==> config.mk <==
export PLATFORM = sky130hd
export DESIGN_NAME = fetch_stage
export DESIGN_NICKNAME = d
export VERILOG_FILES = /design/src/rtl/fetch_stage.sv
export SDC_FILE = /design/constraint.sdc
export NUM_CORES = 1
export LEC_CHECK = 0
export BUFFER_PORTS_ARGS = -buffer_cell sky130_fd_sc_hd__buf_2
export CAP_MARGIN = 25
export CORE_MARGIN = 5
export CORE_UTILIZATION = 57
export DETAILED_ROUTE_END_ITERATION = 10
export PLACE_DENSITY = 0.95
export SLEW_MARGIN = 30
export SYNTH_ARGS = -nofsm -noshare
export SYNTH_HDL_FRONTEND = slang
export SYNTH_SLANG_ARGS = --single-unit
==> constraint.sdc <==
create_clock -name CLK -period 7.7 [get_ports CLK]
set_clock_uncertainty 0.2 [all_clocks]
set_input_delay 1.54 -clock CLK [delete_from_list [all_inputs] [get_ports CLK]]
set_output_delay 1.54 -clock CLK [all_outputs]
set_load 0.005 [all_outputs]
==> src/rtl/fetch_stage.sv <==
// -----------------------------------------------------------------------------
// fetch_stage
//   PC register plus IF/DEC pipeline latch for a 5-stage pipeline. Issues
//   instruction fetches to the icache and holds, bubbles or redirects the
//   fetch stream under the stall / flush / ihit controls. The rs/rt selects
//   of the instruction in decode go straight to the hazard unit.
//
// Parameters
//   PC_INIT      PC loaded on reset (word aligned)
//
// Ports
//   CLK          clock, all state updates on the rising edge
//   RST          synchronous, active-high reset
//   ihit         icache: imemload valid for imemaddr this cycle
//   imemload     icache read data
//   imemREN      icache read enable (low only while halted)
//   imemaddr     icache address, always word aligned
//   stall        hazard unit: hold PC and DEC latch
//   flush        branch/jump resolved in EX: squash DEC, redirect PC
//   redirect_pc  redirect target, used when flush=1 (low two bits ignored)
//   instr_dec    instruction in decode
//   npc_dec      PC+4 of instr_dec
//   valid_dec    instr_dec is a real instruction (0 = bubble)
//   rsel1_dec    instr_dec[25:21] when valid_dec, else 0
//   rsel2_dec    instr_dec[20:16] when valid_dec, else 0
// -----------------------------------------------------------------------------
module fetch_stage #(
  parameter logic [31:0] PC_INIT = 32'h0000_0000
) (
  input  logic        CLK,
  input  logic        RST,
  input  logic        ihit,
  input  logic [31:0] imemload,
  output logic        imemREN,
  output logic [31:0] imemaddr,
  input  logic        stall,
  input  logic        flush,
  input  logic [31:0] redirect_pc,
  output logic [31:0] instr_dec,
  output logic [31:0] npc_dec,
  output logic        valid_dec,
  output logic [4:0]  rsel1_dec,
  output logic [4:0]  rsel2_dec
);

  // FETCH   : normal fetch stream
  // DISCARD : a miss at the old PC is still in flight after a flush; wait
  //           for it to complete, drop its data, then jump to target_q
  // HALTED  : halt instruction reached decode; fetching stops
  typedef enum logic [1:0] {
    FETCH   = 2'd0,
    DISCARD = 2'd1,
    HALTED  = 2'd2
  } state_e;

  localparam logic [5:0]  HALT_OP  = 6'h3F;
  localparam logic [31:0] PC_RESET = {PC_INIT[31:2], 2'b00};

  state_e      state_q, state_d;
  logic [31:0] pc_q, pc_d;
  logic [31:0] target_q, target_d;
  logic [31:0] instr_q, instr_d;
  logic [31:0] npc_q, npc_d;
  logic        valid_q, valid_d;

  logic [31:0] pc_plus4;
  logic [31:0] redirect_aligned;
  logic        halt_in_dec;
  logic        unused_redirect_lsbs;

  assign pc_plus4             = pc_q + 32'd4;  // wraps modulo 2^32
  assign redirect_aligned     = {redirect_pc[31:2], 2'b00};
  assign unused_redirect_lsbs = ^redirect_pc[1:0];
  assign halt_in_dec          = valid_q && (instr_q[31:26] == HALT_OP);

  // ---------------------------------------------------------------------------
  // State register (FSM state and datapath registers)
  // ---------------------------------------------------------------------------
  // NOTE: sequential state uses non-blocking assignments so every flop samples
  // the pre-edge value of its inputs, independent of statement order.
  always_ff @(posedge CLK) begin
    if (RST) begin
      state_q  <= FETCH;
      pc_q     <= PC_RESET;
      target_q <= '0;
      instr_q  <= '0;
      npc_q    <= '0;
      valid_q  <= 1'b0;
    end else begin
      state_q  <= state_d;
      pc_q     <= pc_d;
      target_q <= target_d;
      instr_q  <= instr_d;
      npc_q    <= npc_d;
      valid_q  <= valid_d;
    end
  end

  // ---------------------------------------------------------------------------
  // Next-state logic. Priority everywhere: flush > stall > ihit.
  // ---------------------------------------------------------------------------
  always_comb begin
    state_d = state_q;
    unique case (state_q)
      FETCH: begin
        if (flush)            state_d = ihit ? FETCH : DISCARD;
        else if (halt_in_dec) state_d = HALTED;
      end
      DISCARD: begin
        if (ihit) state_d = FETCH;
      end
      HALTED: begin
        if (flush) state_d = FETCH;
      end
      default: state_d = FETCH;
    endcase
  end

  // ---------------------------------------------------------------------------
  // Datapath next values (PC, pending target, DEC latch)
  // ---------------------------------------------------------------------------
  // NOTE: every signal gets a hold default before the case so no path leaves
  // it unassigned, which would otherwise infer a latch.
  always_comb begin
    pc_d     = pc_q;
    target_d = target_q;
    instr_d  = instr_q;
    npc_d    = npc_q;
    valid_d  = valid_q;

    unique case (state_q)
      FETCH: begin
        if (flush) begin
          // Squash decode; if the current fetch is still missing, its
          // response must be absorbed before the redirect can take effect.
          instr_d = '0;
          valid_d = 1'b0;
          if (ihit) pc_d     = redirect_aligned;
          else      target_d = redirect_aligned;
        end else if (halt_in_dec || stall) begin
          // Hold everything; any word arriving now is refetched later.
        end else if (ihit) begin
          instr_d = imemload;
          npc_d   = pc_plus4;
          valid_d = 1'b1;
          pc_d    = pc_plus4;
        end else begin
          instr_d = '0;
          valid_d = 1'b0;
        end
      end

      DISCARD: begin
        instr_d = '0;
        valid_d = 1'b0;
        if (ihit)       pc_d     = flush ? redirect_aligned : target_q;
        else if (flush) target_d = redirect_aligned;  // latest redirect wins
      end

      HALTED: begin
        if (flush) begin
          pc_d    = redirect_aligned;
          instr_d = '0;
          valid_d = 1'b0;
        end
      end

      default: begin
        pc_d    = pc_q;
      end
    endcase
  end

  // ---------------------------------------------------------------------------
  // Outputs
  // ---------------------------------------------------------------------------
  always_comb begin
    imemREN   = (state_q != HALTED);
    imemaddr  = {pc_q[31:2], 2'b00};
    instr_dec = instr_q;
    npc_dec   = npc_q;
    valid_dec = valid_q;
    rsel1_dec = valid_q ? instr_q[25:21] : 5'd0;
    rsel2_dec = valid_q ? instr_q[20:16] : 5'd0;
  end

endmodule

==> out/summary.txt <==
status: complete, no violations
combinational share of power: 0.131
critical hold path startpoint: target_q[29]$_SDFFE_PP0P_
antenna-violating nets left: 0
core area: 10800 sq um
Worst Path Max Fanout: 25
total grt overflow: 0
Post-Layout Cell Count: 1027
Tightest Pin Transition: 0.996 ns
setup TNS: 0 ns
leakage power total: 0.00328 uW
final hold violation count: 0
relative slew slack: 0.319
vias per cell: 6.28
IO Pins: 177
top area cells in the synthesized netlist: dfxtp_1, nand2_1, a22o_1
Largest stage delay, worst path: 0.77 ns
Hold WC Path Type: reg2reg
sequential area share after synthesis: 0.414
Async S/R FF share, synth: 0
post-DP HPWL: 12600 um
Worst-Skew Late Latency: 0.54 ns
first-pass GRT wire length: 30500 um
Net Switching: 502 uW
DP Area: 7180 sq um
gr usage total: 0.291
slowest CP cell: nor2_1
crit start category: primary input
PostCTS Resize Cnt: 0
# setup viols final: 0
H-tree depth: 4
Setup Crit Path Kind: in2reg
Total Nets Final: 946
Register-to-Register Path Depth: 7
Rows: 38
Mapped Cells: 742
CTS clk-pin slew, worst paths: 0.06 ns
CTS Buf Count: 17
Post-CTS Setup Inserts: 0
CP Data Arrival Time: 4.43 ns
gpl congestion: 0.879
Reg power frac: 0.425
clk sinks: 131
reg2reg end: instr_dec[14]$_SDFFE_PP0P_
largest buffer count on any clock path: 2
DRT iter0 DRCs: 855
Root Driver: clkbuf_8
Placed Cells: 994
number of flops mapped to enable cells by yosys: 0
WHS Endpoint: target_q[29]$_SDFFE_PP0P_
Mapped Avg Cell Area: 8.53 sq um
Die H: 115 um
count leader, synth: dfxtp_1
die area: 13300 sq um
CP Capture Type: register
Die Wd: 115 um
storage element area: 2620 sq um
Clk pwr share: 0.443
Synth top area share: 0.414
CP Cell Sequence: buf_2 > clkinv_1 > nand2_1 > o21ai_1 > buf_4 > nor2_1 > a311oi_1
hold depth: 2
worst vdd ir: 0.125 mV
r2r startpoint: state_q[0]$_SDFFE_PP0P_
Mapped Area: 6330 sq um
pwr dens: 229 nW/um^2
Ys Warns: 0
Synth top cells by count: dfxtp_1, nand2_1, a21oi_1
R2R Setup Slk: 4.47 ns
TritonRoute pass-1 iters: 8
Final Cell Area: 7750 sq um
unrepaired setup endpoints after global routing: false
worst path required time: 7.86 ns
wire length per cell: 18.9 um
cell accounting for the most synthesized area: dfxtp_1
detailed-route DRC error count: 0
number of fill cells in the layout: 804
Cell Int Power: 1270 uW
minimum clock period: 4.27 ns
CP top delay family: buffers and inverters
Final period util: 0.555
number of global-route vias before repair: 6144
initial antenna violation count: 2
post-synthesis cell type count: 65
layout cell share with drive strength beyond 1: 0.271
Max Slew Vio Count: 0
area occupied by multi-input gates: 3430 sq um
Sw Ratio: 0.283
Initial Utilization: 0.584
CTS tree: done
CP bufs+invs: 3
f_max: 0.234 GHz
largest net degree at the start of global routing: 74
routed vias: 6451
hold buffer count at cts: 0
Post-Route WL: 19500 um
synthesis-to-layout area growth: 22.5%
flops & latches, synth: 131
count of buffers from port buffering: 172
Main synth FF type: dfxtp_1
maxcap violations: 0
## routing by layer
layer  global-route usage  up-vias  part of all wire
li1                     -     2968                 -
met1                0.351     2930              0.37
met2                0.473      462              0.46
met3               0.0921       89              0.13
met4                0.138        2             0.037
met5                    0        -           0.00082
## cell type report
cell class	count	area share
multi-input cells	533	0.442
repair buffers	177	0.117
inverters	13	0.00629
flip-flops and latches	131	0.338
clock buffers	19	0.0544
clock inverters	13	0.0197
well taps	140	0.0226
diodes	1	0.000323
## kinds of logic after synthesis
group,Yosys count,share of synthesized area
muxes,14,0.0225
and+or+nand+nor,242,0.191
adders and majority gates,4,0.00791
other,1,0.000593
AOI/OAI and AO/OA,244,0.275
DFF,131,0.414
buffers and inverters,79,0.0512
xor gates and xnor gates,27,0.0374
## worst register-to-register path: cells and delay by family (launching register included)
family          cells  cell delay [ns]
simple gates        3             1.58
fa+ha+maj           1             0.50
flops               1             0.38
buf+inv             2             0.35
compound gates      1             0.16
## power by group through the flow
| stage | clock network [uW] | logic (uW) | registers (uW) |
|---|---|---|---|
| after CTS | 787 | 229 | 753 |
| final | 786 | 233 | 755 |
| after global routing | 819 | 251 | 759 |
| after floorplan | 0 | 142 | 758 |
| after detailed placement | 0 | 223 | 767 |
| after global placement | 0 | 216 | 764 |
## placed cells by master, fill, tap and decap left out, types with 10 or more instances in the layout
cell	instances
dfxtp_1	131
o21ai_0	15
buf_2	172
nand2_1	100
nor2_1	63
xnor2_1	18
clkbuf_16	16
and2_1	12
inv_1	10
mux2i_1	12
a21oi_1	67
nand3_1	11
a22o_1	39
a211oi_1	40
## metrics by stage
step           total power, uW  hold slack [ns]  utilization  worst slack (ns)
2_1_floorplan              900            0.234            -              4.37
3_3_place_gp               980            0.241        0.659              2.76
3_5_place_dp               990            0.246        0.662              3.03
4_1_cts                   1770            0.255        0.715              3.54
5_1_grt                   1830            0.273        0.715              3.32
6_report                  1770            0.255        0.715              3.43
## flip-flops by register name, indices dropped and copies added (netlist names)
| name | count |
|---|---|
| instr_dec | 32 |
| npc_dec | 32 |
| pc_q | 32 |
| target_q | 32 |
| state_q | 2 |
| valid_dec | 1 |
## how the worst max path moves through the flow
stage | endpoint | start | cells past startpoint | slack [ns]
after floorplan | pc_q[17]$_SDFFE_PP0P_ | flush | 8 | 4.37
final | pc_q[8]$_SDFFE_PP0P_ | flush | 7 | 3.43
after detailed placement | pc_q[8]$_SDFFE_PP0P_ | flush | 7 | 3.03
after CTS | pc_q[8]$_SDFFE_PP0P_ | flush | 7 | 3.54
after global routing | pc_q[8]$_SDFFE_PP0P_ | flush | 7 | 3.32
after global placement | pc_q[12]$_SDFFE_PP0P_ | flush | 6 | 2.76
(Power assumes the default switching activity.)
